$ cat src/rtl/ssd_scan_ctrl.sv
// Scan controller for an N-digit common-anode 7-segment display: rotates the
// active-low anode one-hot and presents the selected BCD digit, double-buffered per frame.
module ssd_scan_ctrl #(
   parameter int N_DIG       = 8,
   parameter int REFRESH_DIV = 100000
) (
   input  logic                 clk,
   input  logic                 rst_n,
   input  logic [4*N_DIG-1:0]   digits_in,
   input  logic                 load,
   input  logic [N_DIG-1:0]     digit_en,
   input  logic                 lzb_en,
   output logic [3:0]           bcd,
   output logic [N_DIG-1:0]     AN,
   output logic                 pending,
   output logic                 frame_start
);

   localparam int CW = $clog2(REFRESH_DIV);
   localparam int IW = $clog2(N_DIG);
   localparam logic [CW-1:0] CNT_LAST = CW'(REFRESH_DIV - 1);
   localparam logic [IW-1:0] IDX_LAST = IW'(N_DIG - 1);

   logic [CW-1:0]        cnt_q, cnt_d;
   logic [IW-1:0]        idx_q, idx_d;
   logic [4*N_DIG-1:0]   active_q, active_d;
   logic [4*N_DIG-1:0]   pend_buf_q, pend_buf_d;
   logic                 pending_q, pending_d;
   logic [N_DIG-1:0]     an_q, an_d;
   logic [3:0]           bcd_q, bcd_d;
   logic                 fs_q, fs_d;

   logic                 tick, commit, blank;
   logic [3:0]           cur_digit;
   logic [N_DIG-1:0]     upper_zero;

   assign tick   = (cnt_q == CNT_LAST);
   assign commit = tick && (idx_q == IDX_LAST);

   // upper_zero[i] is set when digit i and every digit above it are zero.
   always_comb begin
      upper_zero = '0;
      upper_zero[N_DIG-1] = (active_q[4*(N_DIG-1) +: 4] == 4'h0);
      for (int i = N_DIG - 2; i >= 0; i--) begin
         upper_zero[i] = upper_zero[i+1] && (active_q[4*i +: 4] == 4'h0);
      end
   end

   always_comb begin
      cur_digit = 4'h0;
      for (int i = 0; i < N_DIG; i++) begin
         if (IW'(i) == idx_q) cur_digit = active_q[4*i +: 4];
      end
   end

   // Digit 0 is exempt from leading-zero blanking so a zero value still shows "0".
   assign blank = !digit_en[idx_q] ||
                  (lzb_en && (idx_q != '0) && upper_zero[idx_q]);

   always_comb begin
      cnt_d      = tick ? '0 : cnt_q + 1'b1;
      idx_d      = idx_q;
      if (commit)    idx_d = '0;
      else if (tick) idx_d = idx_q + 1'b1;

      active_d   = active_q;
      pending_d  = pending_q;
      pend_buf_d = load ? digits_in : pend_buf_q;
      if (commit) begin
         pending_d = 1'b0;
         if (load)           active_d = digits_in;
         else if (pending_q) active_d = pend_buf_q;
      end else if (load) begin
         pending_d = 1'b1;
      end

      an_d  = blank ? '1 : ~(N_DIG'(1) << idx_q);
      bcd_d = blank ? 4'hF : cur_digit;
      fs_d  = commit;
   end

   always_ff @(posedge clk or negedge rst_n) begin
      if (!rst_n) begin
         cnt_q      <= '0;
         idx_q      <= '0;
         active_q   <= '0;
         pend_buf_q <= '0;
         pending_q  <= 1'b0;
         an_q       <= '1;
         bcd_q      <= 4'hF;
         fs_q       <= 1'b0;
      end else begin
         cnt_q      <= cnt_d;
         idx_q      <= idx_d;
         active_q   <= active_d;
         pend_buf_q <= pend_buf_d;
         pending_q  <= pending_d;
         an_q       <= an_d;
         bcd_q      <= bcd_d;
         fs_q       <= fs_d;
      end
   end

   assign AN          = an_q;
   assign bcd         = bcd_q;
   assign pending     = pending_q;
   assign frame_start = fs_q;

endmodule

$ cat config.mk
export PLATFORM = sky130hd
export DESIGN_NAME = ssd_scan_ctrl
export DESIGN_NICKNAME = d
export VERILOG_FILES = /design/src/rtl/ssd_scan_ctrl.sv
export SDC_FILE = /design/constraint.sdc
export NUM_CORES = 1
export LEC_CHECK = 0
export BUFFER_PORTS_ARGS = -buffer_cell sky130_fd_sc_hd__buf_2
export CAP_MARGIN = 20
export CORE_MARGIN = 3
export CORE_UTILIZATION = 40
export CTS_BUF_LIST = sky130_fd_sc_hd__clkbuf_4
export CTS_CLUSTER_DIAMETER = 150
export DETAILED_ROUTE_END_ITERATION = 6
export GPL_TIMING_DRIVEN = 0
export SYNTH_ARGS = -nofsm -noshare
export SYNTH_HDL_FRONTEND = slang
export SYNTH_SLANG_ARGS = --single-unit
$ cat constraint.sdc
create_clock -name clk -period 2.3 [get_ports clk]
set_input_delay 0.46 -clock clk [delete_from_list [all_inputs] [get_ports clk]]
set_output_delay 0.46 -clock clk [all_outputs]
set_load 0.02 [all_outputs]
After elaboration in Yosys (flattened, before gate mapping)
Cells that the tools add are included.

Input port bits: 44. Output and inout bits: 14. Flip-flop bits (word level): 98. Word-level logic and storage cells: 69.

Multiplexer cells: 21. $add $sub $neg: 2. $lt $le $gt $ge: 1. Eq/ne operators: 9. Shifts and indexed selects: 1. Bitwise logic cells: 1. Reductions and logical operators: 26.

Operator list (count): two-way mux 32 bit (2); two-way mux 4 bit (9); zero test 4 bit (8); adder 17 x 1 -> 17 bit (second input constant) (1); == test 17 bit (second input constant) (1); two-way mux 17 bit (1); == test 3 bit (first input constant) (4); logical AND 1 bit (10); two-way mux 8 bit (1); inverter 8 bit (1); << shifter 1 x 3 -> 8 bit (first input constant) (1); binary-select mux 1 bit (select 3 bit) (2); == test 2 x 3 -> 1 bit (first input constant) (2); two-way mux 3 bit (2); nonzero test 2 bit (3); < comparator 3 x 4 -> 1 bit (second input constant) (1); two-way mux 1 bit (4); adder 3 x 1 -> 3 bit (second input constant) (1); == test 1 x 3 -> 1 bit (first input constant) (1); == test 3 bit (second input constant) (1); zero test 3 bit (1); nonzero test 3 bit (1); AND reduction 2 bit (1); zero test 1 bit (1); logical OR 1 bit (1).

Longest topological paths before layout
Gate-level depths: netlist of the first run.

Depth after elaboration: 13. Mapped depth: 9. Gate-level depth less buffers: 7.

Least setup slack after synthesis of the first run
No wires, ideal clock.

Kind: register -> register. Start: reg idx_q[2]. End: reg bcd_q[0] (netlist: bcd[0]). Path buffers: 2. Period minus slack after synthesis: 2190 ps. Library setup time: 111 ps. Slack: 110 ps. Cell stages (with the launch flop): 10. Required time: 2189 ps. Data arrival time: 2079 ps. Path through: dfrtp_1 > clkbuf_1 > inv_1 > clkbuf_1 > ha_1 > or2_2 > a221oi_1 > a221o_1 > a21oi_1 > o311ai_0.

Word-level cells in the longest chain between the ends: 10. Elaborated cells on any way between the ends: 26. Classes of those cells: eq/ne (7); mux (13); reduce/logical (6).

RTL lines: start: declaration (RTL line 25) `logic [IW-1:0] idx_q, idx_d;`; start signal: assignment (RTL line 94) `idx_q <= idx_d;`; zero test 3 bit (RTL line 52) `if (IW'(i) == idx_q) cur_digit = active_q[4*i +: 4];`; two-way mux 4 bit (8 in a row) (RTL line 52); two-way mux 4 bit (*) (RTL line 78) `bcd_d = blank ? 4'hF : cur_digit;`; named net bcd_d[0] (RTL line 30) `logic [3:0] bcd_q, bcd_d;`; end signal: assignment (RTL line 90) `bcd_q <= 4'hF;`; end signal: assignment (RTL line 99) `bcd_q <= bcd_d;`; end: declaration (RTL line 30).

The timed path passes the listed nets; every way through them passes the cells marked *. The select of a mux whose other input is x is not followed. A chain may end at the register's enable or synchronous reset.

Worst setup path after layout of the first run
Start: reg cnt_q[6]. End: reg active_q[2].

Word-level cells in the longest chain between the ends: 3.

RTL lines: start: declaration (RTL line 24) `logic [CW-1:0] cnt_q, cnt_d;`; start signal: assignment (RTL line 93) `cnt_q <= cnt_d;`; == test 17 bit (RTL line 37) `assign tick = (cnt_q == CNT_LAST);`; logical AND 1 bit (RTL line 38) `assign commit = tick && (idx_q == IDX_LAST);`; AND reduction 2 bit (no source line); end signal: assignment (RTL line 95) `active_q <= active_d;`; end: declaration (RTL line 26) `logic [4*N_DIG-1:0] active_q, active_d;`.

No other way between the ends.

==> qor.txt, run 1 <==
Outcome: finished, final reports clean
TritonRoute pass-1 iters: 4
Worst-Skew Late Latency: 460 ps
Number of top-level pins: 58
H-tree Lvls: 3
VDD IR max: 352 µV
Diodes inserted: 0
CTS tree: built
CP arrival: 2540 ps
Layout cells sized above 1: 41.4%
Fin crit period: 2200 ps
Post-route cell area: 5200 µm²
CP max FO: 10
Initial drt markers: 97
Fin. Hold Viols: 0
Clock share of power: 35.0%
Max-cap viol count: 0
Clock Tree Root: clkbuf_4
Worst Skew: 20.8 ps
Commonest non-fill, non-tap cell in the layout: dfrtp_1
Slew at the pin with the worst max-slew slack: 591 ps
PD cells: 590 nW/µm²
Pin count of the biggest net entering global routing: 55
Post-Synthesis Cells: 343
Area delta synth->final: 16.9%
Syn_nets: 394
Final slew viol count: 0
GPL Wtd Cong: 0.854
Critical Path Source Type: flop
Core Area: 10600 µm²
WL/cell: 16.1 µm
Setup violators final: 0
DPL Wire Length: 6.54 mm
Vias per cell: 5.23
Most frequent cells in the layout: 83 x dfrtp_1, 57 x buf_2, 32 x mux2_2, 30 x mux2_4, 27 x nor2_1
Die X-Extent: 112 µm
Final #Nets: 466
Sw Share: 23.7%
Worst Hold Class: in2reg
Power Internal: 0.00234 W
Flop pwr share: 58.7%
Crit path capture type: flop
Row Count: 37
Placed cells: 536
GRT overflow: 0
Syn avg cell area: 13.0 µm²
Crit-path cells: or4b_1 > nor4_4 > buf_4 > nand3b_4 > buf_6 > mux2_4
Worst path max stage delay: 580 ps
Final wirelength: 8.93 mm
Setup_tns: 0 ps
Clock-pin slew on the worst setup and hold paths: 160 ps
Ys Warns: 0
Fmax: 455 MHz
Initial Util: 42.2%
Worst EP required: 2640 ps
DRC: 0
Relative slew slack: 60.6%
# port buffers: 56
Post-layout util: 49.3%
Switching Power: 0.000728 W
DRT antenna net count: 0
Initial antenna violation count: 0
Crit path kind: reg2reg
Vias in the first global route: 2978
LEAKAGE: 2.43 nW
Combinational share of power: 6.4%
Post-synthesis sequential area ratio: 55.4%
Cell variety after synth: 37
Post-DP Area: 4930 µm²
Register bit total from synthesis: 98
Die area: 12400 µm²
First-pass GRT wire length: 15.1 mm
Die height: 112 µm
Clk sinks: 98
Clock Tree Buf Depth: 2
Inserted Clock Buffers: 9
Slowest stage cell, crit path: or4b_1
Via Count: 2908
Total track usage: 15.1%
Synth Cell Area: 4450 µm²
Tcrit/Tclk final: 95.5%
Final std cells w/o fill: 556
## routing by layer
metal	up-vias	track usage [%]	wire (µm)
met3	15	3.97	465
met4	0	5.11	147
met1	1439	21.3	4260
met2	81	22.6	4060
li1	1373	-	-
met5	-	0	0
## Yosys cell counts, drive strengths merged
| cell | count | share of area [%] |
|---|---|---|
| a2111oi | 1 | 0.22 |
| a211o | 1 | 0.20 |
| a21oi | 14 | 1.6 |
| a221o | 4 | 0.90 |
| a221oi | 4 | 0.79 |
| and4 | 1 | 0.20 |
| buf | 3 | 0.76 |
| clkbuf | 14 | 1.2 |
| dfrtp | 86 | 48 |
| dfstp | 12 | 7.1 |
| ha | 7 | 2.0 |
| inv | 9 | 0.76 |
| mux2 | 64 | 19 |
| mux2i | 1 | 0.22 |
| mux4 | 2 | 1.0 |
| nand2 | 17 | 1.4 |
| nand3 | 11 | 1.2 |
| nand3b | 7 | 1.5 |
| nand4 | 5 | 0.70 |
| nand4b | 1 | 0.20 |
| nor2 | 27 | 2.3 |
| nor2b | 5 | 0.70 |
| nor3 | 1 | 0.11 |
| nor4 | 8 | 1.5 |
| nor4bb | 1 | 0.22 |
| o21ai | 11 | 1.2 |
| o311ai | 5 | 0.98 |
| o41a | 1 | 0.25 |
| or2 | 2 | 0.28 |
| or3 | 1 | 0.14 |
| or4b | 3 | 0.67 |
| xnor2 | 7 | 1.4 |
| xor2 | 7 | 1.4 |
## power groups by stage
stage / Clock, W / Sequential (W) / Combinational, W
2_1_floorplan: 0 / 0.00184 / 0.0000902
3_3_place_gp: 0 / 0.00183 / 0.000188
3_5_place_dp: 0 / 0.00183 / 0.000199
4_1_cts: 0.00111 / 0.00180 / 0.000202
6_report: 0.00107 / 0.00180 / 0.000195
5_1_grt: 0.00118 / 0.00181 / 0.000221
## flip-flops by register name, summed over array words and instances (netlist names)
signal       count
AN               8
active_q        32
bcd              4
cnt_q           17
frame_start      1
idx_q            3
pend_buf_q      32
pending          1
## worst max-delay path, delay by kind of cell (launching register included)
family        cells  cell delay, ps
buf+inv           2             370
simple gates      3             960
flops             1             450
mux               1             300
## cell families after synthesis
logic type	after synthesis	share of synthesized area, %
DFF	98	55.4
and+or+nand+nor	90	11.1
muxes	67	19.9
AOI/OAI and AO/OA	41	6.15
buffers and inverters	26	2.70
xor gates and xnor gates	14	2.75
adders and majority gates	7	1.97
## through the flow
stage	power, W	hold slack (ps)	setup WS, ps
after floorplan	0.00193	164	110
after global routing	0.00321	201	-0.225
after detailed placement	0.00203	481	-484
after CTS	0.00312	211	16.4
final	0.00307	239	104
after global placement	0.00202	481	-447
## path summary, 6_finish.rpt
| kind | cells after the start | endpoint | start | slack [ps] |
|---|---|---|---|---|
| worst max-delay path | 6 | active_q[2] | cnt_q[6] | 100 |
| min in group asynchronous | 2 | active_q[18] | rst_n | 520 |
| worst min register to register | 1 | cnt_q[0] | cnt_q[0] | 500 |
| max in group asynchronous | 3 | bcd[3] | rst_n | 1080 |
| worst max register to register | 6 | active_q[2] | cnt_q[6] | 100 |
| worst min-delay path | 2 | pend_buf_q[20] | digits_in[20] | 240 |
## repair_timing
action	4_1_cts	5_1_grt
setup endpoints to repair	42	40
pin swaps	1	0
hold endpoints to repair	37	0
hold buffers	1	0
gates cloned	0	0
resized for setup	7	13
setup buffers	3	2
## area by class of cell
cell class,instances,area [µm²]
plain buffers,15,82.6
clock buffers,9,67.6
clock inverters,7,105
fillers,953,5350
inverters,9,33.8
multi-input cells,219,1920
flip-flops and latches,98,2470
well taps,136,170
repair buffers,63,358
No activity file was read; power rests on OpenSTA's default activity.
==> run 2, diff against run 1 <==
--- a/config.mk
+++ b/config.mk
@@ -13,6 +13,7 @@
 export CTS_CLUSTER_DIAMETER = 150
 export DETAILED_ROUTE_END_ITERATION = 6
 export GPL_TIMING_DRIVEN = 0
+export RECOVER_POWER = 100
 export SYNTH_ARGS = -nofsm -noshare
 export SYNTH_HDL_FRONTEND = slang
 export SYNTH_SLANG_ARGS = --single-unit
==> run 2 against run 1 <==
Worst hold slack got worse by 15 ps. Clock power barely moved. Combinational power fell by 8%. Clock-buffer cell count did not move. Maximum frequency rose by 0.11%. Non-clock buffer count did not move. Final area fell by 0.96%. Via count fell by 0.58%. Die area did not move. Core utilization fell by 0.47 points. Critical path type unchanged. Highest routed layer unchanged.
==> qor.txt, run 2 (synthesis results as in run 1) <==
Outcome: finished, final reports clean
First-pass GRT wire length: 15.1 mm (unchanged)
Filler cells: 966 (+1.4%)
Final #Nets: 466 (unchanged)
GRT overflow: 0 (unchanged)
Number of top-level pins: 58 (unchanged)
Max-cap viol count: 0 (unchanged)
TritonRoute pass-1 iters: 4 (unchanged)
Reg area: 2470 µm² (unchanged)
Placed cells: 536 (unchanged)
Fin crit period: 2190 ps (-2.52 ps)
Biggest regs: active_q: 32 flops, pend_buf_q: 32 flops, cnt_q: 17 flops
Crit path kind: reg2reg
# port buffers: 56 (unchanged)
Via Count: 2891 (-0.58%)
Worst Skew: 21.7 ps (+0.899 ps)
Fin. Hold Viols: 0 (unchanged)
Worst EP required: 2640 ps (about the same)
Initial Util: 42.2% (unchanged)
Multi-input gate area: 1890 µm² (-1.4%)
Initial antenna violation count: 0 (unchanged)
DRC: 0 (unchanged)
Final std cells w/o fill: 556 (unchanged)
CP max FO: 10 (unchanged)
Total track usage: 15.1% (unchanged)
GPL Wtd Cong: 0.854 (unchanged)
Tcrit/Tclk final: 95.4% (-0.11 points)
Pin count of the biggest net entering global routing: 55 (unchanged)
Flop pwr share: 58.9% (+0.2 points)
Clock-pin slew on the worst setup and hold paths: 160 ps (about the same)
LEAKAGE: 2.39 nW (-1.9%)
Final wirelength: 8.91 mm (-0.29%)
Clock Tree Buf Depth: 2 (unchanged)
Worst Hold Class: in2reg
Clock Tree Root: clkbuf_4
Worst-Skew Late Latency: 460 ps (about the same)
CP arrival: 2530 ps (about the same)
Setup violators final: 0 (unchanged)
Combinational share of power: 5.9% (-0.5 points)
VDD IR max: 352 µV (+0.15%)
Commonest non-fill, non-tap cell in the layout: dfrtp_1
Most frequent cells in the layout: 83 x dfrtp_1, 43 x buf_2, 36 x mux2_1, 27 x nor2_1, 24 x clkbuf_1
Row Count: 37 (unchanged)
PD cells: 593 nW/µm² (+0.51%)
Clock share of power: 35.2% (+0.2 points)
Relative slew slack: 23.9% (-37 points)
Clk sinks: 98 (unchanged)
DPL Wire Length: 6.54 mm (unchanged)
Die area: 12400 µm² (unchanged)
Setup_tns: 0 ps (unchanged)
Vias per cell: 5.20 (-0.58%)
Initial drt markers: 90 (-7.2%)
Core Area: 10600 µm² (unchanged)
Diodes inserted: 0 (unchanged)
H-tree Lvls: 3 (unchanged)
Layout cells sized above 1: 29.8% (-12 points)
Switching Power: 0.000728 W (about the same)
Post-layout util: 48.8% (-0.47 points)
Die X-Extent: 112 µm (unchanged)
Inserted Clock Buffers: 9 (unchanged)
WL/cell: 16.0 µm (-0.29%)
Critical Path Source Type: flop
Die height: 112 µm (unchanged)
CTS tree: built
Area delta synth->final: 15.7%
Sw Share: 23.8% (+0.12 points)
Fmax: 456 MHz (+0.11%)
Vias in the first global route: 2978 (unchanged)
Power Internal: 0.00233 W (-0.61%)
DRT antenna net count: 0 (unchanged)
Final slew viol count: 0 (unchanged)
Slew at the pin with the worst max-slew slack: 1140 ps (+551 ps)
Crit path capture type: flop
==> run 2: changes by cell type in the layout (fill, tap and decap cells not counted) <==
cell      before  now
clkbuf_1       9   24
buf_2         57   43
clkbuf_2       1    2
mux2_2        32    5
mux2_1         2   36
mux2_4        30   23
buf_4          6    4
==> run 2: final cells by class <==
class / count / share of cell area (%)
clock buffers: 9 / 1.31
inverters: 9 / 0.655
clock inverters: 7 / 2.04
plain buffers: 15 / 1.60
well taps: 136 / 3.30
repair buffers: 63 / 6.48
flip-flops and latches: 98 / 47.9
multi-input cells: 219 / 36.7
==> run 2: path summary, 6_finish.rpt <==
kind | startpoint | to | slack (ps) | depth (start not counted)
setup / recovery | cnt_q[6] | active_q[2] | 110 | 6
min in group asynchronous | rst_n | active_q[18] | 730 | 2
hold / removal | digits_in[27] | pend_buf_q[27] | 220 | 2
max in group asynchronous | rst_n | bcd[3] | 700 | 3
hold reg to reg | pend_buf_q[13] | pend_buf_q[13] | 500 | 1
setup reg to reg | cnt_q[6] | active_q[2] | 110 | 6
==> run 2: what timing repair did <==
item | in CTS | in global routing
hold buffers | 1 | 0
endpoints found under the hold margin | 37 | 0
setup endpoints to repair | 42 | 40
gates resized for setup | 7 | 13
pin swaps | 1 | 0
buffers inserted | 3 | 2
==> run 2: power groups by stage <==
stage / sequential [W] / combinational, W / clock, W
after floorplan: 0.00184 / 0.0000902 / 0
after global placement: 0.00183 / 0.000188 / 0
after detailed placement: 0.00183 / 0.000199 / 0
after CTS: 0.00180 / 0.000202 / 0.00111
after global routing: 0.00181 / 0.000206 / 0.00118
final: 0.00180 / 0.000180 / 0.00108
==> run 2: layer usage <==
layer / track usage, % / share of wire, %
met1: 21.3 / 48
met2: 22.6 / 45
met3: 3.97 / 5.0
met4: 5.11 / 1.7
met5: 0 / 0
==> run 2: critical path, stage by stage (launching register included) <==
cell      delay [ps]
dfrtp_2          450
or4b_1           580
nor4_4           260
buf_4            180
nand3b_4         120
buf_6            190
mux2_4           300
==> run 2: metrics by stage <==
stage / hold WS [ps] / total power (W) / instance area [µm²] / setup slack, ps
finish: 224 / 0.00306 / 5150 / 107
global route: 199 / 0.00320 / 5150 / -0.225
CTS: 211 / 0.00312 / 5150 / 16.4
detailed placement: 481 / 0.00203 / 4930 / -484
global placement: 481 / 0.00202 / 4900 / -447
floorplan: 164 / 0.00193 / 4450 / 110
==> run 3, diff against run 2 <==
--- a/config.mk
+++ b/config.mk
@@ -5,14 +5,15 @@
 export SDC_FILE = /design/constraint.sdc
 export NUM_CORES = 1
 export LEC_CHECK = 0
-export BUFFER_PORTS_ARGS = -buffer_cell sky130_fd_sc_hd__buf_2
+export BUFFER_PORTS_ARGS = -buffer_cell sky130_fd_sc_hd__buf_4
 export CAP_MARGIN = 20
 export CORE_MARGIN = 3
 export CORE_UTILIZATION = 40
-export CTS_BUF_LIST = sky130_fd_sc_hd__clkbuf_4
+export CTS_BUF_LIST = sky130_fd_sc_hd__clkbuf_16
 export CTS_CLUSTER_DIAMETER = 150
 export DETAILED_ROUTE_END_ITERATION = 6
 export GPL_TIMING_DRIVEN = 0
+export PLACE_DENSITY = 0.62
 export RECOVER_POWER = 100
 export SYNTH_ARGS = -nofsm -noshare
 export SYNTH_HDL_FRONTEND = slang
==> run 3 against run 2 <==
Worst setup slack better by 3.9 ps. Clock skew is 13 ps lower. Register-to-register slack hardly changed. Clock-buffer cell count stayed put. Via count is 0.28% higher. Die area stayed put. Clock power is 35% higher. Critical endpoint is now active_q[19]. Largest cell class unchanged.
==> qor.txt, run 3 (synthesis results as in run 1) <==
Max-cap viol count: 0 (unchanged)
Post-route cell area: 5270 µm² (+2.2%)
VDD IR max: 404 µV (+15%)
Clk sinks: 98 (unchanged)
Hold WS: 349 ps (+125 ps)
PnR Total Power: 0.00345 W (+13%)
Worst Hold Depth: 2 (unchanged)
Post-DP Area: 5070 µm² (+2.8%)
Setup violators final: 0 (unchanged)
Clock Tree Buf Depth: 2 (unchanged)
Final slew viol count: 0 (unchanged)
Layout cells sized above 1: 25.7% (-4.0 points)
Die X-Extent: 112 µm (unchanged)
DRT antenna net count: 0 (unchanged)
Register-to-Register Path Depth: 5 (-1)
DRC: 0 (unchanged)
H-tree Lvls: 3 (unchanged)
Reg-to-reg critical path endpoint: active_q[19]
Vias per cell: 5.25 (+1.0%)
Worst Skew: 8.70 ps (-13.0 ps)
DPL Wire Length: 6.51 mm (-0.41%)
Fin crit period: 2190 ps (-3.90 ps)
GPL Wtd Cong: 0.942 (+10%)
CP arrival: 2410 ps (-120 ps)
Crit path capture type: flop
Initial Util: 42.2% (unchanged)
CP max FO: 10 (unchanged)
Filler cells: 973 (+0.72%)
WL/cell: 16.4 µm (+2.4%)
GRT overflow: 0 (unchanged)
# port buffers: 56 (unchanged)
Core Area: 10600 µm² (unchanged)
Critical Path Source Type: flop
Biggest regs: active_q: 32 flops, pend_buf_q: 32 flops, cnt_q: 17 flops
Initial antenna violation count: 0 (unchanged)
Tcrit/Tclk final: 95.2% (-0.17 points)
CTS tree: built
Worst EP required: 2520 ps (-120 ps)
Setup_tns: 0 ps (unchanged)
Diodes inserted: 0 (unchanged)
Worst Hold Class: in2reg
Total track usage: 15.4% (+0.37 points)
Initial drt markers: 113 (+26%)
Final wirelength: 9.05 mm (+1.7%)
Crit Reg-Reg Startpoint: cnt_q[6]
Hold_sp: digits_in[26]
Clock Tree Root: clkbuf_16
Crit path kind: reg2reg
Inserted Clock Buffers: 9 (unchanged)
Commonest non-fill, non-tap cell in the layout: dfrtp_1
Slew at the pin with the worst max-slew slack: 1250 ps (+110 ps)
First-pass GRT wire length: 15.4 mm (+2.1%)
Row Count: 37 (unchanged)
Outcome: finished, final reports clean
Fin. Hold Viols: 0 (unchanged)
Die area: 12400 µm² (unchanged)
Worst-Skew Late Latency: 350 ps (-110 ps)
Most frequent cells in the layout: 85 x dfrtp_1, 50 x mux2_1, 44 x buf_4, 27 x nor2_1, 22 x clkbuf_1
Number of top-level pins: 58 (unchanged)
R2R Setup Slk: 110 ps (about the same)
PD cells: 655 nW/µm² (+11%)
Final #Nets: 462 (-0.86%)
TritonRoute pass-1 iters: 4 (unchanged)
Fmax: 457 MHz (+0.18%)
Relative slew slack: 16.5% (-7.3 points)
Pin count of the biggest net entering global routing: 55 (unchanged)
Die height: 112 µm (unchanged)
WHS Endpoint: pend_buf_q[26]
Vias in the first global route: 3019 (+1.4%)
Clock-pin slew on the worst setup and hold paths: 70 ps (-90 ps)
Via Count: 2899 (+0.28%)
Area delta synth->final: 18.3%
LEAKAGE: 2.42 nW (+1.6%)
[run 3: cell type report]
class	count	area (µm²)	area share (%)
Clock buffer	9	225	4.27
Inverter	9	33.8	0.641
Clock inverter	7	68.8	1.31
Buffer	14	78.8	1.50
Sequential cell	98	2470	46.8
Multi-Input combinational cell	219	1830	34.7
Timing Repair Buffer	60	395	7.50
Tap cell	136	170	3.23
[run 3: through the flow]
stage          util (%)  setup slack, ps  cells
6_report           49.9              111    552
5_1_grt            49.9            -1.03    552
4_1_cts            51.2             51.8    554
3_5_place_dp       48.1             -467    536
3_3_place_gp       47.8             -449    535
2_1_floorplan         -              110    343
[run 3: repair_timing]
item | CTS | global route
hold buffers | 0 | 0
buffers inserted | 3 | 0
setup endpoints to repair | 42 | 17
resized for setup | 8 | 10
pin swaps | 1 | 1
[run 3: worst max-delay path, cell delays in order (launching register included)]
cell	delay (ps)
dfrtp_1	440
or4b_1	590
nor4_4	370
nand3b_4	160
buf_6	180
mux2_1	320
[run 3: power breakdown]
group / switching [W] / internal, W
registers: 0.0000127 / 0.00179
logic: 0.0000981 / 0.0000943
clock network: 0.000696 / 0.000766
total: 0.000807 / 0.00265
[run 3: how the worst max path moves through the flow]
stage	start	end
finish	cnt_q[6]	active_q[19]
CTS	idx_q[0]	bcd[3]
detailed placement	idx_q[2]	bcd[0]
global route	idx_q[0]	bcd[0]
global placement	idx_q[2]	bcd[0]
floorplan	idx_q[2]	bcd[0]
[run 3: routing by layer]
metal | share of wire, % | wire (µm) | GRT usage (%) | vias up
met4 | 1.5 | 132 | 5.11 | 0
met5 | 0 | 0 | 0 | -
met3 | 4.8 | 431 | 4.29 | 12
li1 | - | - | - | 1361
met2 | 47 | 4220 | 22.9 | 81
met1 | 47 | 4270 | 22.0 | 1445
